File: src/rtl/fp_mult_seq_param.sv
// Sequential floating-point multiplier with parametrised exponent/fraction widths.
// The significand product is built by a radix-2 shift-add loop, then normalised and rounded to nearest even.
module fp_mult_seq_param #(
    parameter int EXP_W = 8,
    parameter int MAN_W = 23
) (
    input  logic                 clk,
    input  logic                 rst,
    input  logic                 start,
    input  logic [EXP_W+MAN_W:0] a_in,
    input  logic [EXP_W+MAN_W:0] b_in,
    output logic [EXP_W+MAN_W:0] result,
    output logic                 done,
    output logic                 busy,
    output logic                 overflow,
    output logic                 underflow,
    output logic                 invalid
);

    localparam int W  = 1 + EXP_W + MAN_W;
    localparam int PW = 2 * MAN_W + 2;
    localparam int EW = EXP_W + 2;
    localparam int CW = $clog2(MAN_W + 1);

    localparam logic signed [EW-1:0] BIAS_E  = EW'((2 ** (EXP_W - 1)) - 1);
    localparam logic signed [EW-1:0] EXP_MAX = EW'((2 ** EXP_W) - 1);
    localparam logic signed [EW-1:0] ONE_E   = EW'(1);
    localparam logic signed [EW-1:0] ZERO_E  = EW'(0);
    localparam logic [CW-1:0]        CNT_INIT = CW'(MAN_W);

    typedef enum logic [2:0] {
        S_IDLE,
        S_MUL,
        S_NORM,
        S_RND,
        S_DONE
    } state_t;

    typedef enum logic [1:0] {
        K_NORMAL,
        K_ZERO,
        K_INF,
        K_NAN
    } kind_t;

    state_t                state_q, state_d;
    logic [CW-1:0]         cnt_q, cnt_d;
    logic [PW-1:0]         mcand_q, mcand_d;
    logic [MAN_W:0]        mplier_q, mplier_d;
    logic [PW-1:0]         prod_q, prod_d;
    logic signed [EW-1:0]  exp_q, exp_d;
    logic                  sign_q, sign_d;
    kind_t                 kind_q, kind_d;
    logic [W-1:0]          result_q, result_d;
    logic                  ovf_q, ovf_d;
    logic                  unf_q, unf_d;
    logic                  inv_q, inv_d;

    // Operand classification happens at accept time; the class rides along with the op.
    logic [EXP_W-1:0]      ea, eb;
    logic [MAN_W-1:0]      fa, fb;
    logic                  a_zero, b_zero, a_inf, b_inf, a_nan, b_nan;
    kind_t                 kind_in;
    logic signed [EW-1:0]  exp_in;
    logic                  accept;

    assign ea = a_in[MAN_W +: EXP_W];
    assign eb = b_in[MAN_W +: EXP_W];
    assign fa = a_in[MAN_W-1:0];
    assign fb = b_in[MAN_W-1:0];

    assign a_zero = (ea == '0);
    assign b_zero = (eb == '0);
    assign a_inf  = (&ea) && (fa == '0);
    assign b_inf  = (&eb) && (fb == '0);
    assign a_nan  = (&ea) && (fa != '0);
    assign b_nan  = (&eb) && (fb != '0);

    always_comb begin
        kind_in = K_NORMAL;
        if (a_nan || b_nan || (a_inf && b_zero) || (b_inf && a_zero)) begin
            kind_in = K_NAN;
        end else if (a_inf || b_inf) begin
            kind_in = K_INF;
        end else if (a_zero || b_zero) begin
            kind_in = K_ZERO;
        end
    end

    assign exp_in = $signed({2'b00, ea}) + $signed({2'b00, eb}) - BIAS_E;
    assign accept = start && ((state_q == S_IDLE) || (state_q == S_DONE));

    // After NORM the leading one sits at prod_q[PW-1]; keep MAN_W+1 bits, guard below, sticky under that.
    logic [MAN_W:0]        kept;
    logic                  guard, sticky, round_up, carry;
    logic [MAN_W+1:0]      rsum;
    logic [MAN_W-1:0]      frac_rnd;
    logic signed [EW-1:0]  exp_fin;

    assign kept     = prod_q[PW-1 -: MAN_W+1];
    assign guard    = prod_q[MAN_W];
    assign sticky   = |prod_q[MAN_W-1:0];
    assign round_up = guard && (sticky || kept[0]);
    assign rsum     = {1'b0, kept} + {{(MAN_W+1){1'b0}}, round_up};
    assign carry    = rsum[MAN_W+1];
    assign frac_rnd = carry ? rsum[MAN_W:1] : rsum[MAN_W-1:0];
    assign exp_fin  = exp_q + $signed({{(EW-1){1'b0}}, carry});

    logic [W-1:0] qnan_word, inf_word, zero_word;

    assign qnan_word = {1'b0, {EXP_W{1'b1}}, 1'b1, {(MAN_W-1){1'b0}}};
    assign inf_word  = {sign_q, {EXP_W{1'b1}}, {MAN_W{1'b0}}};
    assign zero_word = {sign_q, {(W-1){1'b0}}};

    always_comb begin
        state_d  = state_q;
        cnt_d    = cnt_q;
        mcand_d  = mcand_q;
        mplier_d = mplier_q;
        prod_d   = prod_q;
        exp_d    = exp_q;
        sign_d   = sign_q;
        kind_d   = kind_q;
        result_d = result_q;
        ovf_d    = ovf_q;
        unf_d    = unf_q;
        inv_d    = inv_q;

        case (state_q)
            S_IDLE: begin
                state_d = S_IDLE;
            end
            S_MUL: begin
                prod_d   = prod_q + (mplier_q[0] ? mcand_q : {PW{1'b0}});
                mcand_d  = mcand_q << 1;
                mplier_d = mplier_q >> 1;
                cnt_d    = cnt_q - CW'(1);
                if (cnt_q == '0) begin
                    state_d = S_NORM;
                end
            end
            S_NORM: begin
                if (prod_q[PW-1]) begin
                    exp_d = exp_q + ONE_E;
                end else begin
                    prod_d = prod_q << 1;
                end
                state_d = S_RND;
            end
            S_RND: begin
                ovf_d = 1'b0;
                unf_d = 1'b0;
                inv_d = 1'b0;
                case (kind_q)
                    K_NAN: begin
                        result_d = qnan_word;
                        inv_d    = 1'b1;
                    end
                    K_INF: begin
                        result_d = inf_word;
                    end
                    K_ZERO: begin
                        result_d = zero_word;
                    end
                    default: begin
                        if (exp_fin >= EXP_MAX) begin
                            result_d = inf_word;
                            ovf_d    = 1'b1;
                        end else if (exp_fin <= ZERO_E) begin
                            result_d = zero_word;
                            unf_d    = 1'b1;
                        end else begin
                            result_d = {sign_q, exp_fin[EXP_W-1:0], frac_rnd};
                        end
                    end
                endcase
                state_d = S_DONE;
            end
            S_DONE: begin
                state_d = S_IDLE;
            end
            default: begin
                state_d = S_IDLE;
            end
        endcase

        // DONE also accepts, so a new op can follow the done pulse with no gap.
        if (accept) begin
            state_d  = S_MUL;
            cnt_d    = CNT_INIT;
            mcand_d  = {{(MAN_W+1){1'b0}}, 1'b1, fa};
            mplier_d = {1'b1, fb};
            prod_d   = '0;
            exp_d    = exp_in;
            sign_d   = a_in[W-1] ^ b_in[W-1];
            kind_d   = kind_in;
        end
    end

    always_ff @(posedge clk) begin
        if (rst) begin
            state_q  <= S_IDLE;
            cnt_q    <= '0;
            mcand_q  <= '0;
            mplier_q <= '0;
            prod_q   <= '0;
            exp_q    <= '0;
            sign_q   <= 1'b0;
            kind_q   <= K_NORMAL;
            result_q <= '0;
            ovf_q    <= 1'b0;
            unf_q    <= 1'b0;
            inv_q    <= 1'b0;
        end else begin
            state_q  <= state_d;
            cnt_q    <= cnt_d;
            mcand_q  <= mcand_d;
            mplier_q <= mplier_d;
            prod_q   <= prod_d;
            exp_q    <= exp_d;
            sign_q   <= sign_d;
            kind_q   <= kind_d;
            result_q <= result_d;
            ovf_q    <= ovf_d;
            unf_q    <= unf_d;
            inv_q    <= inv_d;
        end
    end

    assign result    = result_q;
    assign overflow  = ovf_q;
    assign underflow = unf_q;
    assign invalid   = inv_q;
    assign done      = (state_q == S_DONE);
    assign busy      = (state_q == S_MUL) || (state_q == S_NORM) || (state_q == S_RND);

endmodule
File: config.mk
export PLATFORM = sky130hd
export DESIGN_NAME = fp_mult_seq_param
export DESIGN_NICKNAME = d
export VERILOG_FILES = /design/src/rtl/fp_mult_seq_param.sv
export SDC_FILE = /design/constraint.sdc
export NUM_CORES = 1
export LEC_CHECK = 0
export CAP_MARGIN = 20
export CORE_ASPECT_RATIO = 1.4
export CORE_MARGIN = 4
export CORE_UTILIZATION = 27
export CTS_BUF_LIST = sky130_fd_sc_hd__clkbuf_16
export DETAILED_ROUTE_END_ITERATION = 10
export GPL_TIMING_DRIVEN = 0
export PLACE_DENSITY_LB_ADDON = 0.1
export SLEW_MARGIN = 20
export SYNTH_ARGS = -nofsm -noshare
export SYNTH_HDL_FRONTEND = slang
export SYNTH_SLANG_ARGS = --single-unit
File: constraint.sdc
create_clock -name clk -period 11.83 [get_ports clk]
set_clock_uncertainty 0.1 [all_clocks]
set_input_delay 2.366 -clock clk [delete_from_list [all_inputs] [get_ports clk]]
set_output_delay 2.366 -clock clk [all_outputs]
set_load 0.1 [all_outputs]
==> out/results.tsv <==
metric	value	unit
core region area	0.0406	mm²
post-route clock period utilization	46.5	%
aggregate negative setup slack	0	ps
type of the most critical hold path	register to register	
top-level I/O count	104	
CP startpoint kind	register	
Setup Fix Bufs, Post-CTS	0	
routed wire length per instance	19.6	µm
power density cells	112	mW/mm²
Layout Nets	1695	
overflow left after global routing	0	
number of hold violations in the final report	0	
Post-DRT Antenna Nets	0	
worst path buffer plus inverter count	3	
DRC Markers	0	
Arrival @ worst endpoint	5790	ps
tightest slew margin relative to the limit	32.4	%
largest fanout on the critical path	9	
count of buffers from port buffering	103	
post-placement setup slack	6350	ps
hold path cells	2	
number of enable flip-flop cells after synthesis	0	
gate count of the mapped netlist	1436	
TritonCTS clock tree	done	
transition at the pin with the smallest max-transition slack	1010	ps
detail-routed via count per cell	5.21	
number of failing setup endpoints in the final timing report	0	
post-synthesis net count	1573	
post-layout worst setup margin	6330	ps
Setup crit start	prod_q[24]$_SDFFE_PP0P_	
Cell variety after synth	78	
Fmax	0.182	GHz
clock sink count	176	
run status	completed	
total iterations of the first detailed-routing run	6	
sequential area share after synthesis	31.6	%
share of layout cells above drive strength 1	4.14	%
Most common cell on crit path	sky130_fd_sc_hd__ha_1	
leakage power	5.14	nW
register-to-register setup slack	6330	ps
Crit path required time	12120	ps
setup repair after global routing missed its margin	no	
antenna cells	0	
Clock Tree Root	sky130_fd_sc_hd__clkbuf_16	
most common flop cell mapped by yosys	sky130_fd_sc_hd__dfxtp_1	
worst setup path category	register to register	
post-detailed-routing wire length	41200	µm
launch point of the worst hold path	result[17]$_SDFFE_PP0P_	
Overall Power	1.50	mW
Seq cells post-synth	176	
violation count after the first detailed-route iteration	575	
Die ar.	0.0447	mm²
CTS H-tree lvls	4	
area overhead of the layout relative to synthesis	20.1	%
Die X	180	µm
Peak VDD IR	71.0	µV
highest-delay cell along the critical path	sky130_fd_sc_hd__dfxtp_1	
overall routing resource usage	18.0	%
Max Slew Vio Count	0	
fill cell count	4353	
floorplan die height	248	µm
type of destination of the critical path	register	
post-route standard cell area excluding fillers	0.0134	mm²
syn avg cell area	7.77	µm²
largest net degree at the start of global routing	17	
number of buffers created by CTS	17	
clock period minus final worst setup slack	5500	ps
worst reg-to-reg path cell count	21	
proportion of synthesized flip-flops having asynchronous set or reset	0	%
FP Rows	87	
number of antenna violations at the first check in global routing	0	
Skew-Pair Late Insertion Delay	450	ps
Critical R2R Launch	prod_q[24]$_SDFFE_PP0P_	
wire length of the first global-routing pass	64300	µm
gpl congestion	0.875	
via count of the first global-routing pass	11200	
Clock Path Buffers	2	
placed instance area	0.0129	mm²
critical path, cell by cell	and2_1 > ha_1 > nand4_1 > or3_1 > clkbuf_1 > nor3_2 > and3_1 > nand3_2 > inv_1 > ha_1 > ha_1 > nand3_1 > nor2_1 > xnor2_1 > o41a_1 > or4b_1 > buf_2 > or2_4 > nor2_4 > nand2_2 > o21ai_1	
CTS resizes	0	
total stage count of the critical path	21	
area of the mapped netlist	0.0112	mm²
synth warn	0	
CTS hold repair buffers	0	
vias after detailed routing	11000	
end-of-flow core utilization	33.0	%
dominant delay contributor by cell family on the critical path	simple AND/OR/NAND/NOR gates	
clock transition at the registers of the reported paths	70	ps
MaxCap Viol Count	0	
HPWL reported at the end of detailed placement	32400	µm
effective utilization at floorplan	27.5	%
crit-path max cell delay	530	ps
[cell families after synthesis]
| family | count (synthesis) | synth area share, % |
|---|---|---|
| adder cells (fa/ha/maj) | 70 | 7.99 |
| AO/OA/AOI/OAI | 465 | 26.7 |
| AND/OR/NAND/NOR | 522 | 22.7 |
| flip-flops | 176 | 31.6 |
| multiplexers | 6 | 0.538 |
| XOR/XNOR | 82 | 6.44 |
| buffers and inverters | 115 | 4.07 |
[synth_stat cells (all sizes together), types with 38 or more instances]
master | count | share of area [%]
a21o | 38 | 2.6
a21oi | 183 | 8.2
a22oi | 62 | 4.2
and2 | 56 | 3.2
clkbuf | 78 | 2.6
dfxtp | 176 | 32
ha | 68 | 7.6
nand2 | 202 | 6.8
nand3 | 39 | 1.8
nor2 | 99 | 3.4
o21ai | 61 | 2.7
xnor2 | 47 | 3.7
[flip-flops by register name, summed over array words and instances (netlist names), 2 cells and up]
register	flops
kind_q	2
mcand_q	48
state_q	3
prod_q	48
exp_q	10
cnt_q	5
result	32
mplier_q	24
[where the power goes]
group,total (mW),switching [mW],internal (mW)
Clock,0.552,0.263,0.289
Sequential,0.650,0.0269,0.623
Combinational,0.295,0.194,0.101
Total,1.50,0.485,1.01
[cell type report]
cell class,instances,area (µm²),area share [%]
multi-input cells,1145,7180,53.6
flip-flops and latches,176,3520,26.3
repair buffers,103,1030,7.69
well taps,534,668,4.99
clock buffers,17,425,3.17
plain buffers,91,364,2.72
clock inverters,15,120,0.896
inverters,24,90.1,0.672
[layer usage]
metal / vias to the layer above / track usage, % / wire [µm]
li1: 5476 / - / -
met1: 5178 / 20.6 / 16800
met2: 248 / 33.5 / 21500
met3: 68 / 2.41 / 1360
met4: 0 / 7.49 / 1550
met5: - / 0 / 0
[stage by stage]
stage,cells,hold slack (ps)
2_1_floorplan,1436,337
4_1_cts,2105,353
3_5_place_dp,2073,343
6_report,2105,349
5_1_grt,2105,367
3_3_place_gp,2073,341
[final timing paths]
| path | to |
|---|---|
| worst max-delay path | result[9]$_SDFFE_PP0P_ |
| worst min-delay path | result[17]$_SDFFE_PP0P_ |
| worst max register to register | result[9]$_SDFFE_PP0P_ |
| worst min register to register | result[17]$_SDFFE_PP0P_ |
[layout by cell type, fill, tap and decap left out, types with 47 or more instances in the layout]
cell	count
sky130_fd_sc_hd__a22oi_1	62
sky130_fd_sc_hd__and2_1	54
sky130_fd_sc_hd__dfxtp_1	176
sky130_fd_sc_hd__ha_1	68
sky130_fd_sc_hd__nand2_1	201
sky130_fd_sc_hd__nor2_1	98
sky130_fd_sc_hd__clkbuf_1	78
sky130_fd_sc_hd__xnor2_1	47
sky130_fd_sc_hd__o21ai_0	51
sky130_fd_sc_hd__a21oi_1	182
sky130_fd_sc_hd__clkdlybuf4s50_1	103
[tightest hold or removal path: stages, from the launching register on]
cell,delay (ps)
sky130_fd_sc_hd__dfxtp_1,310
sky130_fd_sc_hd__nand2_1,50
sky130_fd_sc_hd__o21ai_1,50
Power figures use the tool's default switching activity.
